File: src/rtl/stopper_magazine.sv
// Stopper magazine controller: edge-detects dispense/refill commands, pulses the eject/load
// actuators and tracks inventory. Optional STOPPER_BCD_EN adds a registered BCD view of count.
module stopper_magazine #(
   parameter int CAPACITY    = 20,
   parameter int CNT_W       = 7,
   parameter int THRESH      = 5,
   parameter int ADD_AMOUNT  = 5,
   parameter int ACT_CYCLES  = 4,
   parameter int LOAD_CYCLES = 2
) (
   input  logic             clk,
   input  logic             reset,
   input  logic             disp_in,
   input  logic             add_in,
   output logic             rolha5,
   output logic [CNT_W-1:0] count,
   output logic             empty,
   output logic             full,
   output logic             eject,
   output logic             load,
   output logic             busy,
   output logic             fault,
   output logic             overrun
`ifdef STOPPER_BCD_EN
   ,
   output logic [3:0]       bcd_tens,
   output logic [3:0]       bcd_units
`endif
);

   localparam logic [1:0] S_IDLE  = 2'd0;
   localparam logic [1:0] S_EJECT = 2'd1;
   localparam logic [1:0] S_LOAD  = 2'd2;
   localparam logic [1:0] S_FAULT = 2'd3;

   localparam int TMAX  = (ACT_CYCLES > LOAD_CYCLES) ? ACT_CYCLES : LOAD_CYCLES;
   localparam int TMR_W = (TMAX > 1) ? $clog2(TMAX) : 1;

   logic [1:0]       state;
   logic [1:0]       state_nx;
   logic             d_prev;
   logic             a_prev;
   logic             pend_add;
   logic             pend_nx;
   logic             overrun_nx;
   logic [TMR_W-1:0] timer;
   logic [TMR_W-1:0] timer_nx;
   logic [CNT_W-1:0] count_nx;
   logic             disp_rise;
   logic             add_rise;
   logic [CNT_W:0]   add_sum;
   logic [CNT_W-1:0] refill_cnt;

   assign disp_rise = disp_in & ~d_prev;
   assign add_rise  = add_in & ~a_prev;

   // One extra bit on the sum so the saturation compare sees the true total.
   assign add_sum    = {1'b0, count} + (CNT_W+1)'(ADD_AMOUNT);
   assign refill_cnt = (add_sum > (CNT_W+1)'(CAPACITY)) ? CNT_W'(CAPACITY)
                                                        : add_sum[CNT_W-1:0];

   always_comb begin
      state_nx   = state;
      count_nx   = count;
      timer_nx   = timer;
      pend_nx    = pend_add;
      overrun_nx = overrun;
      case (state)
         S_IDLE: begin
            if (disp_rise) begin
               if (add_rise)
                  pend_nx = 1'b1;
               if (count != '0) begin
                  state_nx = S_EJECT;
                  count_nx = count - CNT_W'(1);
                  timer_nx = TMR_W'(ACT_CYCLES - 1);
               end else begin
                  state_nx = S_FAULT;
               end
            end else if (add_rise || pend_add) begin
               state_nx = S_LOAD;
               count_nx = refill_cnt;
               timer_nx = TMR_W'(LOAD_CYCLES - 1);
               pend_nx  = 1'b0;
            end
         end
         S_EJECT, S_LOAD: begin
            if (disp_rise)
               overrun_nx = 1'b1;
            if (add_rise)
               pend_nx = 1'b1;
            if (timer == '0)
               state_nx = S_IDLE;
            else
               timer_nx = timer - TMR_W'(1);
         end
         S_FAULT: begin
            // Repeated dispense edges while empty are expected and not an overrun.
            if (add_rise) begin
               state_nx = S_LOAD;
               count_nx = refill_cnt;
               timer_nx = TMR_W'(LOAD_CYCLES - 1);
               pend_nx  = 1'b0;
            end
         end
         default: state_nx = S_IDLE;
      endcase
   end

   always_ff @(posedge clk or posedge reset) begin
      if (reset) begin
         state    <= S_IDLE;
         count    <= '0;
         timer    <= '0;
         d_prev   <= 1'b0;
         a_prev   <= 1'b0;
         pend_add <= 1'b0;
         overrun  <= 1'b0;
      end else begin
         state    <= state_nx;
         count    <= count_nx;
         timer    <= timer_nx;
         d_prev   <= disp_in;
         a_prev   <= add_in;
         pend_add <= pend_nx;
         overrun  <= overrun_nx;
      end
   end

   assign eject  = (state == S_EJECT);
   assign load   = (state == S_LOAD);
   assign fault  = (state == S_FAULT);
   assign busy   = (state != S_IDLE);
   assign rolha5 = (count >= CNT_W'(THRESH));
   assign empty  = (count == '0);
   assign full   = (count == CNT_W'(CAPACITY));

`ifdef STOPPER_BCD_EN
   logic [3:0] tens_nx;
   logic [3:0] units_nx;

   assign tens_nx  = 4'(count / CNT_W'(10));
   assign units_nx = 4'(count - CNT_W'(tens_nx) * CNT_W'(10));

   always_ff @(posedge clk or posedge reset) begin
      if (reset) begin
         bcd_tens  <= 4'd0;
         bcd_units <= 4'd0;
      end else begin
         bcd_tens  <= tens_nx;
         bcd_units <= units_nx;
      end
   end
`endif

endmodule
File: config.mk
export PLATFORM = sky130hd
export DESIGN_NAME = stopper_magazine
export DESIGN_NICKNAME = d
export VERILOG_FILES = /design/src/rtl/stopper_magazine.sv
export SDC_FILE = /design/constraint.sdc
export NUM_CORES = 1
export LEC_CHECK = 0
export ABC_AREA = 1
export CORE_MARGIN = 4
export CORE_UTILIZATION = 30
export DETAILED_ROUTE_END_ITERATION = 8
export PLACE_DENSITY = 0.53
export REMOVE_ABC_BUFFERS = 1
export SLEW_MARGIN = 20
export SYNTH_ARGS = -nofsm -noshare
export SYNTH_HDL_FRONTEND = slang
export SYNTH_SLANG_ARGS = --single-unit
File: constraint.sdc
create_clock -name clk -period 1.7 [get_ports clk]
set_input_delay 0.34 -clock clk [delete_from_list [all_inputs] [get_ports clk]]
set_output_delay 0.34 -clock clk [all_outputs]
set_load 0.05 [all_outputs]
# After elaboration in Yosys (flattened, before gate mapping)
# Cells that the tools add are included.
[classes]
add_sub_neg = 3
magnitude_cmp = 2
n_eq_ne = 9
muxes = 23
n_bitwise = 4
n_reduce_logical = 13
[ops]
columns = ["cell", "count"]
rows = [
  ["7-bit two-way mux", 5],
  ["2-bit two-way mux", 10],
  ["7-bit one-hot mux with 2 select lines", 1],
  ["2-bit one-hot mux with 3 select lines", 2],
  ["7-bit by 3-bit adder with 8-bit output, second input constant", 1],
  ["8-bit by 5-bit > comparator with 1-bit output, second input constant", 1],
  ["4-bit AND reduction", 2],
  ["7-bit by 5-bit equality test with 1-bit output, second input constant", 1],
  ["7-bit by 3-bit greater-or-equal comparator with 1-bit output, second input constant", 1],
  ["7-bit zero test", 1],
  ["7-bit nonzero test", 1],
  ["7-bit by 1-bit subtractor with 7-bit output, second input constant", 1],
  ["3-bit != test, second input constant", 2],
  ["2-bit equality test, second input constant", 2],
  ["2-bit zero test", 2],
  ["1-bit two-way mux", 4],
  ["2-bit != test, second input constant", 2],
  ["2-bit AND reduction", 2],
  ["2-bit nonzero test", 2],
  ["1-bit one-hot mux with 3 select lines", 1],
  ["3-bit AND reduction", 1],
  ["1-bit AND", 2],
  ["2-bit by 1-bit equality test with 1-bit output, second input constant", 1],
  ["2-bit by 1-bit != test with 1-bit output, second input constant", 1],
  ["4 further kinds", 5],
]
[totals]
register_bits = 15
input_bits = 4
elab_cells = 61

# Longest topological paths before layout
[logic_depth]
word_depth = 6
ltp_mapped = 10

# Least setup slack after synthesis
# No wires, ideal clock.
[synth_timing]
kind = "flip-flop to output port"
startpoint = "register count[0]"
endpoint = "output port full"
arrival_ps = 2527
required_time_ps = 1360
path_slack_ps = -1167
path_stages_with_launch = 5
path_cell_list = "dfrtp_1 -> inv_1 -> ha_1 -> nand2_1 -> nor4_1"
[synth_via]
elab_chain_len = 1
[synth_rtl]
columns = ["item", "line", "rtl"]
rows = [
  ["start: declaration", "16", "output logic [CNT_W-1:0] count,"],
  ["start signal: assignment", "121", "count <= count_nx;"],
  ["7-bit by 5-bit equality test with 1-bit output", "136", "assign full = (count == CNT_W'(CAPACITY));"],
  ["end: declaration", "18", "output logic full,"],
]
# No other way between the ends.

# Worst setup path in the final report
[layout_timing]
startpoint = "register count[1]"
endpoint = "output port empty"
[layout_via]
elab_chain_len = 1
[layout_rtl]
columns = ["item", "line", "rtl"]
rows = [
  ["7-bit zero test", "135", "assign empty = (count == '0);"],
  ["end: declaration", "17", "output logic empty,"],
]
# No other way between the ends.

==> impl_table.tex <==
\begin{tabular}{lr}
\hline
Metric & Value \\
\hline
\multicolumn{2}{l}{\textbf{Timing}} \\
Slew @ Worst Pin & around 570 ps \\
Period utilisation layout & roughly 100\% \\
Number of hold violations in the final report & 0 \\
Max Clock Skew & a little over 1 ps \\
Minimum clock period & 1685 ps \\
Post-layout worst setup margin & around 15 ps \\
Tightest hold margin & around 460 ps \\
Slew Viols, Final & 0 \\
Setup violations, final & 0 \\
Worst-case headroom to the max-slew limit & approximately 62\% \\
Top achievable clock speed & roughly 590 MHz \\
Unrepaired setup endpoints after global routing & true \\
Total negative setup slack & 0 ps \\
\multicolumn{2}{l}{\textbf{Clock tree}} \\
TritonCTS Buffers & 3 \\
Clock latency reported for the late side of the worst-skew pair & $\sim$240 ps \\
CTS tree & done \\
Hold Buf Count CTS & 0 \\
Number of sinks on the clock net & 15 \\
Bufs on Longest Clock Path & 2 \\
Maximum level of the CTS H-tree & 1 \\
Root Buffer & sky130\_fd\_sc\_hd\_\_clkbuf\_8 \\
Clock-pin slew on the worst setup and hold paths & about 60 ps \\
\multicolumn{2}{l}{\textbf{Synthesis}} \\
Total number of yosys warnings & 0 \\
Sequential-to-total area share from yosys stat & 32.54\% \\
Cell types with the largest area share after synthesis & sky130\_fd\_sc\_hd\_\_dfrtp\_1, sky130\_fd\_sc\_hd\_\_nand2\_1, sky130\_fd\_sc\_hd\_\_ha\_1, sky130\_fd\_sc\_hd\_\_inv\_1, sky130\_fd\_sc\_hd\_\_nand3\_1 \\
Combinational family with the most area after synthesis & simple AND/OR/NAND/NOR gates \\
Basic-gate share of the synthesized area counting and, or, nand and nor cells & roughly a third \\
Xor-xnor portion of the synthesized cell area & under 10\% \\
Compound-cell area share of the yosys netlist & 10.63\% \\
Synthesized area divided by synthesized cell count & 7.121 µm² \\
Mapped cell area & 1154 µm² \\
Library cell with the largest summed area after synthesis & sky130\_fd\_sc\_hd\_\_dfrtp\_1 \\
Yosys top cell area share & 32.54\% \\
Instance count of the mapped netlist & 162 \\
Adder and majority cell fraction of the synthesized area & 10.85\% \\
Fraction of synthesized area in multiplexers & 0\% \\
Flip-flop and latch count after synthesis & 15 \\
Count of cell types in the netlist & 24 \\
\multicolumn{2}{l}{\textbf{Final layout}} \\
Non-filler instance count after layout & about 250 \\
Layout overhead on the synthesized area & 57.92\% \\
Count of antenna diodes in the layout & 0 \\
Fillers & around 380 \\
Utilization of the core after routing & between 40\% and 50\% \\
Number of nets in the layout & 220 \\
Post-route cell area & 1822 µm² \\
Most common cell after layout, fill and taps aside & sky130\_fd\_sc\_hd\_\_nand2\_1 \\
Commonest cells after routing, fill and taps aside & sky130\_fd\_sc\_hd\_\_nand2\_1, sky130\_fd\_sc\_hd\_\_buf\_4, sky130\_fd\_sc\_hd\_\_inv\_1, sky130\_fd\_sc\_hd\_\_dfrtp\_1 \\
Share of layout cells above drive strength 1 & about 34\% \\
\multicolumn{2}{l}{\textbf{Setup path}} \\
Required arrival time at the worst endpoint & between 1000 and 1500 ps \\
RR Startpoint & count[0] \\
Count of cell instances traversed by the critical path & 6 \\
CP arrival & $\sim$1300 ps \\
R2R Setup Slk & $\sim$80 ps \\
Type of the worst setup path & reg -> out \\
CP Capture Type & output pin \\
Startpoint of the worst setup timing path & count[1] \\
CP delay by family, top & flip-flops \\
Bufs and invs on worst path & 3 \\
Critical Path Start Type & flop \\
Number of cell instances on the worst register-to-register path & 10 \\
Crit-path cells & inv\_2, ha\_4, nand2\_4, buf\_6, nor2\_4, buf\_12 \\
Maximum fanout count along the critical path & 2 \\
CP Capture Point & empty \\
Critical Path Slowest Stage Cell & sky130\_fd\_sc\_hd\_\_dfrtp\_1 \\
Crit-path max cell delay & 390 ps \\
Capture instance of the worst register-to-register path & count[4] \\
\multicolumn{2}{l}{\textbf{GRT}} \\
Number of antenna violations at the first check in global routing & 0 \\
Total GRT Usage & between 10\% and 20\% \\
Number of global-route vias before repair & roughly 1200 \\
Wire length of the first global-routing pass & 5264 µm \\
Maximum number of pins on one net before global-route repair & 16 \\
Leftover overflow at the end of global routing & 0 \\
\multicolumn{2}{l}{\textbf{Floorplan}} \\
Area of the die & 4901 µm² \\
Die W & 70.01 µm \\
Vert. Die Dim & around 70 µm \\
Std-Cell Core Area & between 3000 and 4000 µm² \\
I/O pin cnt & 19 \\
Cell Rows & 22 \\
Starting density of the core & a little under a third \\
\multicolumn{2}{l}{\textbf{Routing}} \\
Vias per cell & around 4.7 \\
Number of DRC violations after detailed-routing iteration 0 & 69 \\
Remaining design rule violation count & 0 \\
Wire per inst & 11.97 µm \\
Length of the first detailed-routing pass in iterations & 4 \\
Detailed-route via count & between 1000 and 1500 \\
Residual antenna-violating net count after detailed routing & 0 \\
Routed wire length & 3029 µm \\
\multicolumn{2}{l}{\textbf{Pwr}} \\
Internal power & $\sim$2 mW \\
Worst IR Drop VDD & 1.255 mV \\
Switching power share of the total & between 50 and 60\% \\
Static Leak & about 0.9 nW \\
Combinational share of power & between 70\% and 80\% \\
Post-layout total power & roughly 4.0 mW \\
Switching Power & about 2 mW \\
Sequential fraction of design power & 15.3\% \\
Proportion of power drawn by the clock network & under 10\% \\
Power density over the cells & 2221 nW/µm² \\
\multicolumn{2}{l}{\textbf{Place}} \\
Placed cell area & around 1600 µm² \\
Post-Place Cells & $\sim$240 \\
Port Buffers & 18 \\
Last weighted congestion value of the routability-driven placer & approximately 0.86 \\
Minimum setup slack after placement & -159.9 ps \\
Detailed-placement wirelength estimate & 2308 µm \\
\multicolumn{2}{l}{\textbf{Flow run}} \\
Max-cap violation count & 0 \\
\multicolumn{2}{l}{\textbf{Worst hold path}} \\
Tightest Hold Check Type & in -> async \\
\multicolumn{2}{l}{\textbf{Status}} \\
Status & finished clean \\
\hline
\end{tabular}
## cell usage after synthesis (all sizes together)
library cell / n
nand2: 46
o31ai: 1
clkinv: 1
nand4: 2
nand3: 16
ha: 10
or2: 1
inv: 25
dfrtp: 15
o21ai: 13
nor2: 17
o21a: 1
buf: 1
and2: 1
a21oi: 7
o21bai: 1
nor4: 1
xor2: 3
## power by group through the flow
stage	clock network [mW]	logic (mW)	registers, mW
2_1_floorplan	0	1.42	0.839
3_3_place_gp	0	2.63	0.639
3_5_place_dp	0	2.67	0.640
4_1_cts	0.298	2.85	0.623
5_1_grt	0.314	3.43	0.638
6_report	0.288	3.14	0.620
## area by class of cell
cell class	instances	area [µm²]	area share, %
tap	48	60.06	3.297
sequential	15	377.9	20.74
timing repair buffer	39	457.9	25.14
inverter	26	97.59	5.357
clock buffer	4	45.04	2.473
multi-input combinational	121	783.3	42.99
## sequential cells by signal, summed over array words and instances, names as in the netlist
| signal | cells |
|---|---|
| count | 7 |
| state | 2 |
| timer | 2 |
| a_prev | 1 |
| d_prev | 1 |
| overrun | 1 |
| pend_add | 1 |
## worst min path at each step
stage,cells past startpoint,to
detailed placement,1,overrun
global placement,1,overrun
CTS,1,overrun
global route,2,count[0]
finish,2,count[6]
floorplan,1,a_prev
## cell families (layout without fill, tap and decap cells)
family / count (synthesis) / after routing
flops: 15 / 15
fa+ha+maj: 10 / 10
compound gates: 23 / 23
simple gates: 84 / 85
buf+inv: 27 / 69
xor+xnor: 3 / 3
## per-layer routing
metal | part of all wire, % | GRT usage, %
met1 | 41 | 15.20
met2 | 53 | 23.29
met3 | 4.3 | 1.871
met4 | 1.4 | 5.106
met5 | 0 | 0
## what timing repair did
action,4_1_cts,5_1_grt
setup endpoints to repair,3,12
gates cloned,0,1
hold endpoints to repair,0,0
pin swaps,2,7
buffers inserted,6,3
gates resized for setup,9,25
Note: power is estimated with default switching activity, not from simulation.
